--- src/rtl/adc_spi_responder.sv ---
// adc_spi_responder: slave model of the 8-ch 12-bit serial ADC behind adc_ctrl.
// Ports: iCLK/iRST, serial pins iCS/iSCLK/iDIN/oDOUT, iCH_DATA, oCFG/oCFG_VALID, oBUSY, oERR_CNT.
`timescale 1ns/1ps
module adc_spi_responder #(
  parameter int CONV_CYCLES = 80,
  parameter int SYNC_STAGES = 2
) (
  input  logic        iCLK,
  input  logic        iRST,
  input  logic        iCS,
  input  logic        iSCLK,
  input  logic        iDIN,
  output logic        oDOUT,
  input  logic [95:0] iCH_DATA,
  output logic [5:0]  oCFG,
  output logic        oCFG_VALID,
  output logic        oBUSY,
  output logic [7:0]  oERR_CNT
);

  localparam int CW = $clog2(CONV_CYCLES + 1);

  typedef enum logic [1:0] {
    IDLE, SHIFT, CONV, SLEEP
  } state_e;

  logic [SYNC_STAGES-1:0] cs_sync_q;
  logic [SYNC_STAGES-1:0] sclk_sync_q;
  logic [SYNC_STAGES-1:0] din_sync_q;
  logic cs_prev_q, sclk_prev_q;

  state_e      state_q, state_d;
  logic [11:0] out_sr_q, out_sr_d;
  logic        dout_q, dout_d;
  logic [3:0]  bit_cnt_q, bit_cnt_d;
  logic [5:0]  cfg_sr_q, cfg_sr_d;
  logic [5:0]  cfg_q, cfg_d;
  logic        cfg_valid_q, cfg_valid_d;
  logic [7:0]  err_q, err_d;
  logic [11:0] result_q, result_d;
  logic [11:0] sample_q, sample_d;
  logic        uni_q, uni_d;
  logic [CW-1:0] conv_cnt_q, conv_cnt_d;
  logic        armed_q, armed_d;

  logic cs_s, sclk_s, din_s;
  logic cs_fall, cs_rise, sclk_rise, sclk_fall;
  logic [11:0] ch_val;
  logic [7:0]  err_inc;

  assign cs_s   = cs_sync_q[SYNC_STAGES-1];
  assign sclk_s = sclk_sync_q[SYNC_STAGES-1];
  assign din_s  = din_sync_q[SYNC_STAGES-1];

  assign cs_fall   = cs_prev_q & ~cs_s;
  assign cs_rise   = ~cs_prev_q & cs_s;
  assign sclk_rise = ~sclk_prev_q & sclk_s;
  assign sclk_fall = sclk_prev_q & ~sclk_s;

  assign err_inc = (err_q == 8'hFF) ? err_q : err_q + 8'd1;

  // Channel picked by {OS,S1,S0} of the word being accepted.
  always_comb begin
    ch_val = '0;
    for (int i = 0; i < 8; i++) begin
      if (cfg_sr_q[4:2] == 3'(i)) ch_val = iCH_DATA[12*i +: 12];
    end
  end

  always_ff @(posedge iCLK or negedge iRST) begin
    if (!iRST) begin
      cs_sync_q   <= '0;
      sclk_sync_q <= '0;
      din_sync_q  <= '0;
      cs_prev_q   <= 1'b0;
      sclk_prev_q <= 1'b0;
      state_q     <= IDLE;
      out_sr_q    <= '0;
      dout_q      <= 1'b0;
      bit_cnt_q   <= '0;
      cfg_sr_q    <= '0;
      cfg_q       <= '0;
      cfg_valid_q <= 1'b0;
      err_q       <= '0;
      result_q    <= '0;
      sample_q    <= '0;
      uni_q       <= 1'b0;
      conv_cnt_q  <= '0;
      armed_q     <= 1'b0;
    end else begin
      cs_sync_q   <= {cs_sync_q[SYNC_STAGES-2:0], iCS};
      sclk_sync_q <= {sclk_sync_q[SYNC_STAGES-2:0], iSCLK};
      din_sync_q  <= {din_sync_q[SYNC_STAGES-2:0], iDIN};
      cs_prev_q   <= cs_s;
      sclk_prev_q <= sclk_s;
      state_q     <= state_d;
      out_sr_q    <= out_sr_d;
      dout_q      <= dout_d;
      bit_cnt_q   <= bit_cnt_d;
      cfg_sr_q    <= cfg_sr_d;
      cfg_q       <= cfg_d;
      cfg_valid_q <= cfg_valid_d;
      err_q       <= err_d;
      result_q    <= result_d;
      sample_q    <= sample_d;
      uni_q       <= uni_d;
      conv_cnt_q  <= conv_cnt_d;
      armed_q     <= armed_d;
    end
  end

  always_comb begin
    state_d     = state_q;
    out_sr_d    = out_sr_q;
    dout_d      = dout_q;
    bit_cnt_d   = bit_cnt_q;
    cfg_sr_d    = cfg_sr_q;
    cfg_d       = cfg_q;
    cfg_valid_d = 1'b0;
    err_d       = err_q;
    result_d    = result_q;
    sample_d    = sample_q;
    uni_d       = uni_q;
    conv_cnt_d  = conv_cnt_q;
    armed_d     = armed_q | cs_s;

    unique case (state_q)
      IDLE, SLEEP: begin
        // A CS low held through reset never opens a frame.
        if (cs_fall && armed_q) begin
          out_sr_d  = result_q;
          dout_d    = result_q[11];
          bit_cnt_d = '0;
          state_d   = SHIFT;
        end
      end
      SHIFT: begin
        // CS edge takes priority over a coincident SCLK edge.
        if (cs_rise) begin
          if (bit_cnt_q >= 4'd6) begin
            cfg_d       = cfg_sr_q;
            cfg_valid_d = 1'b1;
            if (cfg_sr_q[0]) begin
              state_d = SLEEP;
            end else begin
              sample_d   = ch_val;
              uni_d      = cfg_sr_q[1];
              conv_cnt_d = '0;
              state_d    = CONV;
            end
          end else begin
            err_d   = err_inc;
            state_d = IDLE;
          end
        end else if (sclk_rise) begin
          if (bit_cnt_q < 4'd6) cfg_sr_d = {cfg_sr_q[4:0], din_s};
          if (bit_cnt_q != 4'd12) bit_cnt_d = bit_cnt_q + 4'd1;
        end else if (sclk_fall) begin
          out_sr_d = {out_sr_q[10:0], 1'b0};
          dout_d   = out_sr_q[10];
        end
      end
      CONV: begin
        if (cs_fall) begin
          err_d     = err_inc;
          out_sr_d  = result_q;
          dout_d    = result_q[11];
          bit_cnt_d = '0;
          state_d   = SHIFT;
        end else if (conv_cnt_q == CW'(CONV_CYCLES - 1)) begin
          // Bipolar mode returns offset binary as two's complement.
          result_d = uni_q ? sample_q : (sample_q ^ 12'h800);
          state_d  = IDLE;
        end else begin
          conv_cnt_d = conv_cnt_q + 1'b1;
        end
      end
      default: state_d = IDLE;
    endcase
  end

  assign oDOUT      = dout_q;
  assign oCFG       = cfg_q;
  assign oCFG_VALID = cfg_valid_q;
  assign oBUSY      = (state_q == CONV);
  assign oERR_CNT   = err_q;

endmodule
--- config.mk ---
export PLATFORM = sky130hd
export DESIGN_NAME = adc_spi_responder
export DESIGN_NICKNAME = d
export VERILOG_FILES = /design/src/rtl/adc_spi_responder.sv
export SDC_FILE = /design/constraint.sdc
export NUM_CORES = 1
export LEC_CHECK = 0
export CAP_MARGIN = 40
export CORE_MARGIN = 10
export CORE_UTILIZATION = 45
export DETAILED_ROUTE_END_ITERATION = 16
export PLACE_DENSITY = 0.87
export SLEW_MARGIN = 5
export SYNTH_ARGS = -nofsm -noshare
export SYNTH_HDL_FRONTEND = slang
export SYNTH_SLANG_ARGS = --single-unit
--- constraint.sdc ---
create_clock -name iCLK -period 3.2 [get_ports iCLK]
set_input_delay 0.48 -clock iCLK [delete_from_list [all_inputs] [get_ports iCLK]]
set_output_delay 0.48 -clock iCLK [all_outputs]
set_load 0.005 [all_outputs]
# [Word-level counts from Yosys, hierarchy flattened]
# Index checks and enable logic that the tools add are counted.
[word_totals] ramBits=0 latch_bits=0 input_bits=101 n_memories=0 romBits=0 out_inout_bits=17 ff_bits=80
[op_classes] order_cmp=2 div=0 reduce_logical=14 n_mux=48 add_sub_neg=3 n_eq_ne=27 bitwise_logic=13 mul=0 shifts=0
[op_table] operator="$mux 12" n=9
[op_table] operator="$mux 11" n=5
[op_table] operator="$mux 7" n=5
[op_table] operator="$pmux 11 s3" n=1
[op_table] operator="$mux 8" n=4
[op_table] operator="$ne 2x2->1 const B" n=12
[op_table] operator="$mux 4" n=5
[op_table] operator="$pmux 8 s2" n=1
[op_table] operator="$pmux 7 s2" n=1
[op_table] operator="$eq 3x3->1 const B" n=4
[op_table] operator="$pmux 4 s3" n=1
[op_table] operator="$reduce_and 4->1" n=3
[op_table] operator="$mux 2" n=5
[op_table] operator="$reduce_and 5->1" n=2
[op_table] operator="$mux 1" n=9
[op_table] operator="$reduce_and 3->1" n=3
[op_table] operator="$add 8x1->8 const B" n=1
[op_table] operator="$eq 8x8->1 const B" n=1
[op_table] operator="$not 1->1" n=8
[op_table] operator="$add 7x1->7 const B" n=1
[op_table] operator="$eq 7x7->1 const B" n=1
[op_table] operator="$eq 3x2->1 const B" n=2
[op_table] operator="$pmux 2 s3" n=1
[op_table] operator="$reduce_and 6->1" n=1
[op_table] operator="17 further kinds" n=21

# [Longest topological paths before layout]
[depth] word_depth=9 ltp_mapped=9

# [Worst setup path before layout]
# OpenSTA, ideal clock, no wires.
[synth_timing] path_kind="register -> register" startpoint="reg state_q[0]" endpoint="reg conv_cnt_q[5]" path_stages_with_launch=8 t_arrival_ps=2005 slack_ps=1129 required_time_ps=3134 setup_ps=66 path_buffers=0 path_cell_list="dfrtp_1 > inv_1 > ha_1 > inv_1 > o221ai_2 > or4b_4 > or4_1 > nand2_1"
[synth_between] elab_chain_len=3
[synth_lines] item="start: declaration" line_no="32" source="state_e state_q, state_d;"
[synth_lines] item="start signal: assignment" line_no="96" source="state_q <= state_d;"
[synth_lines] item="$eq 2x1->1 or $eq 2x2->1 (tied branches)" line_no="127" source="unique case (state_q)"
[synth_lines] item="$ne 2x2->1 (no line) or $reduce_bool 2->1 (tied branches)"
[synth_lines] item="$reduce_and 6->1 (no line)"
[synth_lines] item="end signal: assignment" line_no="107" source="conv_cnt_q <= conv_cnt_d;"
[synth_lines] item="end: declaration" line_no="43" source="logic [CW-1:0] conv_cnt_q, conv_cnt_d;"
# Several ways; a longest one is shown, not always the timed one.
# A chain may end at the register's enable or synchronous reset.

# [Final worst setup path]
# Same ends and word-level chain as after synthesis.

==> flow_metrics.env <==
export IMPL_status="completed"
export IMPL_cts_sinks=80
export IMPL_drc=0
export IMPL_nets=678
export IMPL_die_area_um2=13900
export IMPL_synthXorXnorAreaFrac=0.0202
export IMPL_cpPeakStageDelay_ns=0.59
export IMPL_power_leakage_nw=2.50
export IMPL_die_x_um=118
export IMPL_synthCells=460
export IMPL_startpoint_type="flop"
export IMPL_synthAdderAreaFrac=0.0202
export IMPL_use_met1=0.185
export IMPL_syn_nets=568
export IMPL_yosys_area_share_simple=0.140
export IMPL_required_ns=3.50
export IMPL_grt_overflow_total=0
export IMPL_place_congestion=0.893
export IMPL_track_usage=0.169
export IMPL_finalClockSkew_ns=0.0115
export IMPL_synth_ff_latch_count=80
export IMPL_synth_top_family_by_area="compound AO/OA/AOI/OAI gates"
export IMPL_fmax_mhz=413
export IMPL_power_density_nw_per_um2=579
export IMPL_synth_most_common_cell="dfrtp_1"
export IMPL_grt_pass1_vias=4178
export IMPL_clock_path_buffers=2
export IMPL_synth_ff_type="dfrtp_1"
export IMPL_yosys_top_cells_count="80 x dfrtp_1, 78 x nand2_1, 61 x o21ai_0"
export IMPL_grt_first_pass_wirelength_mm=19.9
export IMPL_worstPathArrival_ns=2.71
export IMPL_synth_avg_cell_area_um2=9.41
export IMPL_grt_util_met3=0.0801
export IMPL_rsz0062_at_grt="false"
export IMPL_cts_buffers=9
export IMPL_cap_violations=0
export IMPL_finalWirelength_mm=11.8
export IMPL_worst_pin_slew_ns=0.801
export IMPL_area_growth_pct=34.8
export IMPL_ctsHoldBuffers=0
export IMPL_drt_initial_drc_count=225
export IMPL_power_mw=3.38
export IMPL_worst_slack_ns=0.781
export IMPL_dr_pass1_iters=4
export IMPL_layout_drive_gt1_share=0.0887
export IMPL_max_slew_margin_rel=0.466
export IMPL_netlist_area_um2=4330
export IMPL_synth_edf_count=0
export IMPL_crit_chain="inv_1 > ha_1 > a21oi_1 > o221ai_2 > or4b_4 > or4_1 > nand2_1"
export IMPL_ios=118
export IMPL_post_cts_resized=0
export IMPL_preCtsSetupSlack_ns=0.844
export IMPL_grt_max_degree=46
export IMPL_grt_met2_usage=0.286
export IMPL_yosysUniqueCellTypes=49
export IMPL_ant_nets=0
export IMPL_ir_drop_mv=0.273
export IMPL_cts_max_level=3
export IMPL_viasPerCell=5.46
export IMPL_yosysSeqAreaShare=0.462
export IMPL_finalSetupTns_ns=0
export IMPL_crit_slowest_cell="or4b_4"
export IMPL_antenna_found_initial=0
export IMPL_port_buffers=117
export IMPL_vias=3846
export IMPL_endpoint_kind="flop"
export IMPL_dp_hpwl_mm=9.28
export IMPL_path_class="flop to flop"
export IMPL_worst_path_max_fanout=13
export IMPL_clk_latency_ns=0.36
export IMPL_wl_per_cell_um=16.8
export IMPL_clockRootBuffer="clkbuf_8"
export IMPL_final_hold_violation_count=0
export IMPL_die_height_um=118
export IMPL_rows=35
export IMPL_drv_slew=0
export IMPL_initial_core_util=0.466
export IMPL_finalSetupViolCount=0
export IMPL_min_path_type="primary input to async pin"
export IMPL_synth_compound_gate_area_share=0.211
export IMPL_post_route_min_period_ns=2.42
export IMPL_yosysWarnings=0
export IMPL_synthMuxAreaShare=0.110
export IMPL_diodes=0
export IMPL_coreArea_um2=9280
export IMPL_busiest_layer="met2"
export IMPL_post_cts_setup_buffer_count=0
export IMPL_ys_async_sr_fraction=1.00
export IMPL_netlist_top_cells_area="dfrtp_1 46%, o21ai_0 7.1%, nand2_1 6.8%"
export IMPL_clk_pin_slew_worst_paths_ns=0.09
export IMPL_cts_tree="yes"
export IMPL_final_period_utilization=0.756
export IMPL_synth_top_area_share=0.462
export IMPL_yosysTopAreaCell="dfrtp_1"
-- cell families after synthesis --
| family | count (synthesis) |
|---|---|
| XOR/XNOR | 10 |
| buffers and inverters | 41 |
| flip-flops | 80 |
| AND/OR/NAND/NOR | 132 |
| adder cells (fa/ha/maj) | 7 |
| AO/OA/AOI/OAI | 145 |
| multiplexers | 45 |
-- flip-flops by register name, summed over array words and instances (netlist names), 2 cells and up --
signal and count:
out_sr_q 11, conv_cnt_q 7, sclk_sync_q 2, cfg_sr_q 6
state_q 2, cs_sync_q 2, bit_cnt_q 4, din_sync_q 2
sample_q 12, oERR_CNT 8, result_q 12, oCFG 6
-- layout by cell type, fill, tap and decap left out, types with 3 or more instances in the layout --
| cell type | count |
|---|---|
| nand2_1 | 78 |
| nor3_1 | 3 |
| o21a_1 | 3 |
| a22o_1 | 6 |
| a21oi_1 | 23 |
| inv_1 | 12 |
| buf_4 | 9 |
| nand3_1 | 8 |
| mux2_2 | 16 |
| xor2_1 | 7 |
| xnor2_1 | 3 |
| dfrtp_1 | 80 |
| nor2_1 | 16 |
| a21o_1 | 3 |
| o22ai_1 | 9 |
| clkbuf_8 | 10 |
| nand2b_1 | 10 |
| o21ai_1 | 3 |
| o21ai_0 | 61 |
| a22oi_1 | 3 |
| o2bb2ai_1 | 16 |
| clkdlybuf4s50_1 | 116 |
| mux2i_1 | 26 |
| or4_1 | 3 |
| o211ai_1 | 4 |
| ha_1 | 7 |
| mux2_1 | 3 |
-- critical path, delay by kind of cell, from the launching register on --
kind | cells | cell delay (ns)
adder cells (fa/ha/maj) | 1 | 0.35
buffers and inverters | 1 | 0.06
flip-flops | 1 | 0.39
AND/OR/NAND/NOR | 3 | 1.17
AO/OA/AOI/OAI | 2 | 0.39
-- layout make-up --
cell class,instances,area (um^2)
inverter,14,52.6
tap,129,161
timing repair buffer,126,1250
clock buffer,10,138
clock inverter,6,67.6
multi-input combinational,339,2170
fill,741,3450
sequential,80,2000
-- metrics by stage --
step | cells | utilization | hold WS (ns) | cell area [um^2]
floorplan | 460 | - | 0.184 | 4330
global placement | 687 | 0.604 | 0.338 | 5610
detailed placement | 688 | 0.607 | 0.342 | 5630
CTS | 704 | 0.629 | 0.0683 | 5840
global route | 704 | 0.629 | 0.0869 | 5840
finish | 704 | 0.629 | 0.0587 | 5840
-- worst paths after layout --
path                         startpoint             to  slack [ns]  cells past startpoint
max                          state_q[0]  conv_cnt_q[5]        0.78                      7
min                                iRST    oERR_CNT[5]        0.06                      1
max reg2reg                  state_q[0]  conv_cnt_q[5]        0.78                      7
min reg2reg                cs_sync_q[0]   cs_sync_q[1]        0.36                      0
max in group asynchronous          iRST    result_q[1]        2.56                      2
min in group iCLK          cs_sync_q[0]   cs_sync_q[1]        0.36                      0
-- layer usage --
| layer | wire length [um] | part of all wire |
|---|---|---|
| met1 | 4780 | 0.40 |
| met3 | 1100 | 0.093 |
| met5 | 0 | 0 |
| met2 | 5790 | 0.49 |
| met4 | 148 | 0.013 |
-- power by group --
group | switching [mW] | internal (mW) | leakage, nW
clock | 0.380 | 0.384 | 0.0989
combinational | 0.696 | 0.646 | 1.38
sequential | 0.173 | 1.10 | 1.02
total | 1.25 | 2.13 | 2.50
(Power assumes the default switching activity.)
